File: config.mk
export PLATFORM = sky130hd
export DESIGN_NAME = xm_mem_ctrl
export DESIGN_NICKNAME = d
export VERILOG_FILES = /design/src/rtl/xm_pkg.sv /design/src/rtl/xm_byte_lane.sv /design/src/rtl/xm_mem_ctrl.sv
export SDC_FILE = /design/constraint.sdc
export NUM_CORES = 1
export LEC_CHECK = 0
export ABC_AREA = 1
export ABC_CLOCK_PERIOD_IN_PS = 3900
export CAP_MARGIN = 30
export CELL_PAD_IN_SITES_DETAIL_PLACEMENT = 1
export CELL_PAD_IN_SITES_GLOBAL_PLACEMENT = 2
export CORE_MARGIN = 1
export CORE_UTILIZATION = 23
export DETAILED_ROUTE_END_ITERATION = 7
export GPL_TIMING_DRIVEN = 0
export PLACE_DENSITY = 0.81
export SYNTH_ARGS = -nofsm -noshare
export SYNTH_HDL_FRONTEND = slang
export SYNTH_SLANG_ARGS = --single-unit
File: constraint.sdc
create_clock -name clk_i -period 3.9 [get_ports clk_i]
set_clock_uncertainty 0.05 [all_clocks]
set_input_delay 0.585 -clock clk_i [delete_from_list [all_inputs] [get_ports clk_i]]
set_output_delay 0.585 -clock clk_i [all_outputs]
set_load 0.05 [all_outputs]
File: src/rtl/xm_pkg.sv
// xm_pkg: shared state encoding, lane-width helper and default bus widths for the xm memory port.
package xm_pkg;
    typedef enum logic [1:0] {IDLE, BUS, RESP, FAULT} xm_mem_state_t;
    localparam int XM_WORD    = 16;
    localparam int XM_ADDR    = 16;
    localparam int XM_TIMEOUT = 15;
    function automatic int xm_lane_bits(int word);
        return $clog2(word / 8);
    endfunction
endpackage

File: src/rtl/xm_byte_lane.sv
// xm_byte_lane: byte replication and one-hot lane select on writes, lane extraction with zero extension on reads.
module xm_byte_lane import xm_pkg::*; #(
    parameter int WORD = XM_WORD
) (
    input  logic                          w_byte_i,
    input  logic [xm_lane_bits(WORD)-1:0] w_lane_i,
    input  logic [WORD-1:0]               wdat_i,
    output logic [WORD/8-1:0]             sel_o,
    output logic [WORD-1:0]               dat_o,
    input  logic                          r_byte_i,
    input  logic [xm_lane_bits(WORD)-1:0] r_lane_i,
    input  logic [WORD-1:0]               bus_dat_i,
    output logic [WORD-1:0]               rdat_o
);
    localparam int NB = WORD / 8;
    always_comb begin
        sel_o  = w_byte_i ? NB'(1) << w_lane_i : '1;
        dat_o  = w_byte_i ? {NB{wdat_i[7:0]}} : wdat_i;
        rdat_o = r_byte_i ? {{(WORD-8){1'b0}}, 8'(bus_dat_i >> {r_lane_i, 3'b000})} : bus_dat_i;
    end
endmodule

File: src/rtl/xm_mem_ctrl.sv
// xm_mem_ctrl: one-transfer-per-request bridge from the xm_cpu memory port to a classic Wishbone master,
// reporting misalignment, bus errors and timeouts as bad-memory faults.
module xm_mem_ctrl import xm_pkg::*; #(
    parameter int WORD    = XM_WORD,
    parameter int ADDR    = XM_ADDR,
    parameter int TIMEOUT = XM_TIMEOUT
) (
    input  logic              clk_i,
    input  logic              arst_i,
    input  logic              memEn_i,
    input  logic              memWr_i,
    input  logic              byteOp_i,
    input  logic [ADDR-1:0]   adr_i,
    input  logic [WORD-1:0]   wdat_i,
    output logic              memBusy_o,
    output logic              memDone_o,
    output logic              badMem_o,
    output logic [WORD-1:0]   rdat_o,
    input  logic              ack_i,
    input  logic              err_i,
    input  logic [WORD-1:0]   dat_i,
    output logic              cyc_o,
    output logic              stb_o,
    output logic              we_o,
    output logic [WORD/8-1:0] sel_o,
    output logic [ADDR-1:0]   adr_o,
    output logic [WORD-1:0]   dat_o
);
    localparam int LB = xm_lane_bits(WORD);
    localparam int CW = TIMEOUT > 0 ? $clog2(TIMEOUT + 1) : 1;
    xm_mem_state_t state_q;
    logic we_q, byte_q, timeout;
    logic [CW-1:0] cnt_q, cnt_d;
    logic [WORD/8-1:0] sel_d;
    logic [WORD-1:0] dat_d, rdat_d;
    xm_byte_lane #(.WORD(WORD)) u_lane (
        .w_byte_i (byteOp_i),
        .w_lane_i (adr_i[LB-1:0]),
        .wdat_i   (wdat_i),
        .sel_o    (sel_d),
        .dat_o    (dat_d),
        .r_byte_i (byte_q),
        .r_lane_i (adr_o[LB-1:0]),
        .bus_dat_i(dat_i),
        .rdat_o   (rdat_d)
    );
    // cnt_d counts the current BUS cycle, so the fault fires after exactly TIMEOUT silent cycles
    assign cnt_d     = &cnt_q ? cnt_q : cnt_q + CW'(1);
    assign timeout   = (TIMEOUT > 0) && (cnt_d == CW'(TIMEOUT));
    assign memBusy_o = state_q != IDLE;
    assign memDone_o = state_q == RESP || state_q == FAULT;
    assign badMem_o  = state_q == FAULT;
    assign cyc_o     = state_q == BUS;
    assign stb_o     = state_q == BUS;
    assign we_o      = state_q == BUS && we_q;
    always_ff @(posedge clk_i) begin
        if (arst_i) begin
            state_q <= IDLE;
            we_q    <= 1'b0;
            byte_q  <= 1'b0;
            cnt_q   <= '0;
            sel_o   <= '0;
            adr_o   <= '0;
            dat_o   <= '0;
            rdat_o  <= '0;
        end else begin
            case (state_q)
                IDLE: if (memEn_i) begin
                    if (!byteOp_i && adr_i[LB-1:0] != '0) begin
                        state_q <= FAULT;
                    end else begin
                        state_q <= BUS;
                        we_q    <= memWr_i;
                        byte_q  <= byteOp_i;
                        adr_o   <= adr_i;
                        sel_o   <= sel_d;
                        dat_o   <= dat_d;
                        cnt_q   <= '0;
                    end
                end
                BUS: if (err_i) begin
                    state_q <= FAULT;
                end else if (ack_i) begin
                    state_q <= RESP;
                    if (!we_q) rdat_o <= rdat_d;
                end else if (timeout) begin
                    state_q <= FAULT;
                end else begin
                    cnt_q <= cnt_d;
                end
                default: state_q <= IDLE;
            endcase
        end
    end
endmodule
==> reports/metrics.cfg <==
[yosys]
ys_seq_elements=58
yosysWarnings=0
synth_simple_gate_area_share_pct=27.9
synthXorXnorAreaFrac_pct=0
synth_top_family_by_area=simple AND/OR/NAND/NOR gates
synth_largest_type_area_fraction_pct=46.8
synth-adder-area-share_pct=0.504
synth_seq_area_share_pct=46.8
yosys-top-cells-area=dfxtp_1 (47%), nand2_1 (16%), a21oi_1 (7.1%), a31oi_1 (4.0%), nand3_1 (3.6%)
synth_cells=329
synthDominantAreaCellType=dfxtp_1
synthesis.nets=385
postSynthAreaPerCell_um2=7.55
synth-compound-area-share_pct=15.8
synth_cell_type_count=29
netlist_area_um2=2480
post_synth_mux_area_share_pct=0

[sta]
setup_tns_ns=0
maximum_frequency_from_static_timing_analysis_mhz=366
fin_hold_ws_ns=0.414
final_period_minus_worst_setup_slack_ns=2.73
hold_violations=0
finalCritPeriodShare_pct=70.1
final-max-slew-violation-count=0
unrepaired_setup_endpoints_after_global_routing=false
slew_headroom_pct=64.3
timing_worst_slew_pin_value_ns=0.533
final-setup-viol-count=0

[critical_path]
type_of_the_setup_path_with_the_least_slack=reg -> out
required_ns=3.26
worstSetupStartpointType=register
reg2reg_setup_slack_ns=2.16
critPathCaptureType=output port
maximum_fanout_along_the_worst_path=7
rr_worst_depth=12
critical_path_arrival_ns=2.10

[outcome]
run_status=finished clean

[global_routing]
groute.layer.met2.usage_pct=27.5
grt_max_degree=11
global_route.usage.total_pct=15.9
grt_util_met3_pct=4.66
global_route_wire_length_before_repair_mm=13.7
global_route.overflow_total=0
globalRoute.busiestLayer=met2
number_of_global_route_vias_before_repair=2794
grt_antenna_before_repair=0
grtUsageMet1_pct=18.3

[placed_design]
hpwlAfterDp_mm=6.41
globalplace.congestion=0.720
port_buffers=108

[route]
drt_iter0_drc=80
vias=2664
drt-wirelength-per-cell_um=14.3
totalWireLength_mm=8.43
postRouteAntennaNets=0
drc=0
length_of_the_first_detailed_routing_pass_in_iterations=4
detail_route.vias_per_cell=4.53

[layout]
antenna_cells=0
final_layout_net_count=504
area_delta_synth_final_pct=58.6
mostFrequentLayoutCells=clkdlybuf4s50_1 (108), nand2_1 (103), dfxtp_1 (58)
drive_gt1_share_pct=9.73
mostFrequentLayoutCell=clkdlybuf4s50_1

[clocking]
cts.hold.buffers_added=0
post_cts.resized_instances=0
postCtsSetupBuffers=0
cts_tree=yes
cts_root_buffer=clkbuf_8
clk_path_buf_depth=2
clk_latency_ns=0.33
clk_pin_slew_ns=0.06
clock-sinks=58
cts_made_buffers=9
cts_htree_levels=3

[worst_hold_path]
hold-path-cell-count=2
hold_path.class=reg -> reg

[floorplanning]
die_y_um=106
top_level_ports=111
design.die.area_um2=11200
fp.dieW_um=106
coreArea_um2=10400
row_count=37
initial_core_util_pct=23.8

[power_and_ir_drop]
ir_drop_mv=0.150
power_density_over_cell_area_nw_per_um2=431
power_leakage_nw=1.50

[job]
cap_viol_max_count=0

-- metal layers --
layer  share of wire (%)  vias up
met5                   0        -
met4                 1.8        0
met3                 6.1       15
met2                  49       80
met1                  43     1254
li1                    -     1315
-- registers in the layout (all words and copies together), names as in the netlist --
name / flops
byte_q: 1
state_q: 2
cnt_q: 4
dat_o: 16
we_q: 1
rdat_o: 16
adr_o: 16
sel_o: 2
-- worst paths after layout --
path / startpoint / to
worst max-delay path: state_q[0]$_SDFFE_PP0P_ / we_o
worst min-delay path: rdat_o[15]$_SDFFE_PP0P_ / rdat_o[15]$_SDFFE_PP0P_
worst min register to register: rdat_o[15]$_SDFFE_PP0P_ / rdat_o[15]$_SDFFE_PP0P_
worst max register to register: cnt_q[0]$_SDFFE_PP0P_ / cnt_q[0]$_SDFFE_PP0P_
-- Yosys cell counts (all sizes together) --
cell type and n:
nand2 107, o221a 1, dfxtp 58, nand3 21
nor2 25, buf 14, nor3 2, clkbuf 7
a31oi 16, a21oi 35, inv 18, clkinv 2
ha 1, nor4 1, o21ai 19, nand4 2
-- cell type report --
type / instances / area (um^2)
plain buffers: 21 / 146
clock inverters: 2 / 35.0
repair buffers: 108 / 1080
well taps: 136 / 170
multi-input cells: 230 / 1100
fillers: 1278 / 6480
inverters: 20 / 78.8
clock buffers: 13 / 169
flip-flops and latches: 58 / 1160
-- kinds of logic (layout without fill, tap and decap cells) --
group	Yosys count	count (layout)
simple gates	158	158
compound gates	71	71
flops	58	58
buf+inv	41	164
fa+ha+maj	1	1
-- power breakdown --
group / switching, mW / total, mW / internal (mW)
clock network: 0.232 / 0.575 / 0.343
registers: 0.0290 / 0.664 / 0.635
logic: 0.284 / 0.456 / 0.173
-- critical path, stage by stage (launching register included) --
cell	delay, ns
dfxtp_1	0.37
inv_1	0.10
nor2_4	0.14
inv_1	0.16
nor2_1	0.17
clkdlybuf4s50_1	0.83
-- through the flow --
stage                     power [mW]  setup slack, ns  area, um^2  utilization, %  instances
final                           1.70             1.17        3940            37.8        588
after global routing            1.78             1.02        3940            37.8        588
after CTS                       1.72             1.13        3940            37.8        588
after detailed placement        1.14             1.50        3730            35.9        573
after global placement          1.13             1.55        3730            35.9        573
after floorplan                0.955             1.64        2480               -        329
Power figures use the tool's default switching activity.
==> variant: new RTL, same settings <==
The package constant `XM_TIMEOUT` goes from 15 to 30.
--- a/src/rtl/xm_pkg.sv
+++ b/src/rtl/xm_pkg.sv
@@ -3,7 +3,7 @@
     typedef enum logic [1:0] {IDLE, BUS, RESP, FAULT} xm_mem_state_t;
     localparam int XM_WORD    = 16;
     localparam int XM_ADDR    = 16;
-    localparam int XM_TIMEOUT = 15;
+    localparam int XM_TIMEOUT = 30;
     function automatic int xm_lane_bits(int word);
         return $clog2(word / 8);
     endfunction
Function: same outputs for any inputs over 4 cycles, from zero or initial values and one cycle with arst_i high; that may be too few to reach the edited logic, so the function may still have changed.
==> variant against the original RTL <==
Worst setup slack better by 0.093 ns; synthesized cell count is 0.61% lower; die area grew 1.2%; cell area rose by 1.4%; sequential cell count rose by 1; non-clock buffer count unchanged; routed wire length fell by 0.14%; area after synthesis rose by 1.2%; power grew 0.99%; combinational power decreased by 10%.
==> variant: results (changes against the original RTL) <==
** Power
- Total chip power :: 1.71 mW (+0.99%)
- The clock-net power was 0.633 mW (+10%).
- The largest vdd supply drop is 0.170 mV (+14%).
- The switching share of power was 30.3% (-1.8 points).
- Leakage power total :: 1.52 nW (+0.96%)

** Synthesis
- The average cell area after synthesis came to 7.69 um2 (+1.8%).
- The synthesized netlist net count is 384 (-0.26%).
- Share of async-settable or async-resettable flops after synthesis :: 0% (unchanged)
- The commonest cells after synthesis are nand2_1, dfxtp_1, a21oi_1.
- Post-Synth Adder-Cell Area :: 0.996% (+0.49 points)
- Dominant cells by area after synthesis :: dfxtp_1, nand2_1, a21oi_1
- The synthesized-area fraction occupied by ao, oa, aoi and oai cells is 18.4% (+2.5 points).
- Count of distinct cell types in the synthesized netlist :: 33 (+14%)

** Final layout
- The post-layout net count is 503 (-0.20%).
- Final non-filler cell total :: 587 (-0.17%)
- Number of fill cells in the layout :: 1299 (+1.6%)

** Drt
- Via density :: 4.49 (-0.84%)
- The met3 routed wirelength is 426 um (-17%).
- The length of routed met2 wiring came to 3880 um (-7.1%).
- The routed wire length per instance is 14.3 um (about the same).
- The iteration-0 DRC count of the detailed router is 64 (-20%).

** Global route
- The met1 capacity usage during global routing is 19.7% (+1.4 points).
- The met2 demand-to-capacity share in global routing is 25.6% (-1.9 points).
- The number of global-route vias before repair came to 2732 (-2.2%).

** Setup path
- The largest stage delay on the critical path came to 0.81 ns (-0.02 ns).
- The worst register-to-register path ends at cnt_q[2].
- The worst reg2reg path depth is 8 (-4).
- The largest fanout on the critical path was 9 (+2).

** Outcome
- The flow ran to the end, and the final reports show no timing, DRC or antenna violations.

** Placed design
- The final estimated routing congestion in global placement is 0.731 (+1.5%).
- Dpl cells :: 571 (-0.35%)
- HPWL after detailed placement :: 6320 um (-1.4%)

** STA
- Relative slew slack :: 60.0% (-4.3 points)
variant: layout make-up:
type                       count  area share [%]
inverter                      19            1.97
sequential                    59            29.6
clock buffer                  12            3.89
clock inverter                 4            1.82
buffer                        21            3.38
multi-input combinational    228            28.0
timing repair buffer         108            27.1
tap                          136            4.26
variant: per-stage QoR:
stage	util, %	area, um2
5_1_grt	38.2	3990
2_1_floorplan	-	2510
3_3_place_gp	36.0	3760
4_1_cts	38.2	3990
3_5_place_dp	36.0	3760
6_report	38.2	3990
variant: worst min-delay path by stage:
stage | start | to | slack (ns) | depth (start not counted)
floorplan | cnt_q[4] | cnt_q[4] | 0.44 | 2
global placement | adr_o[10] | adr_o[10] | 0.41 | 2
detailed placement | rdat_o[14] | rdat_o[14] | 0.41 | 2
CTS | rdat_o[14] | rdat_o[14] | 0.42 | 2
global route | rdat_o[14] | rdat_o[14] | 0.44 | 2
finish | rdat_o[14] | rdat_o[14] | 0.42 | 2
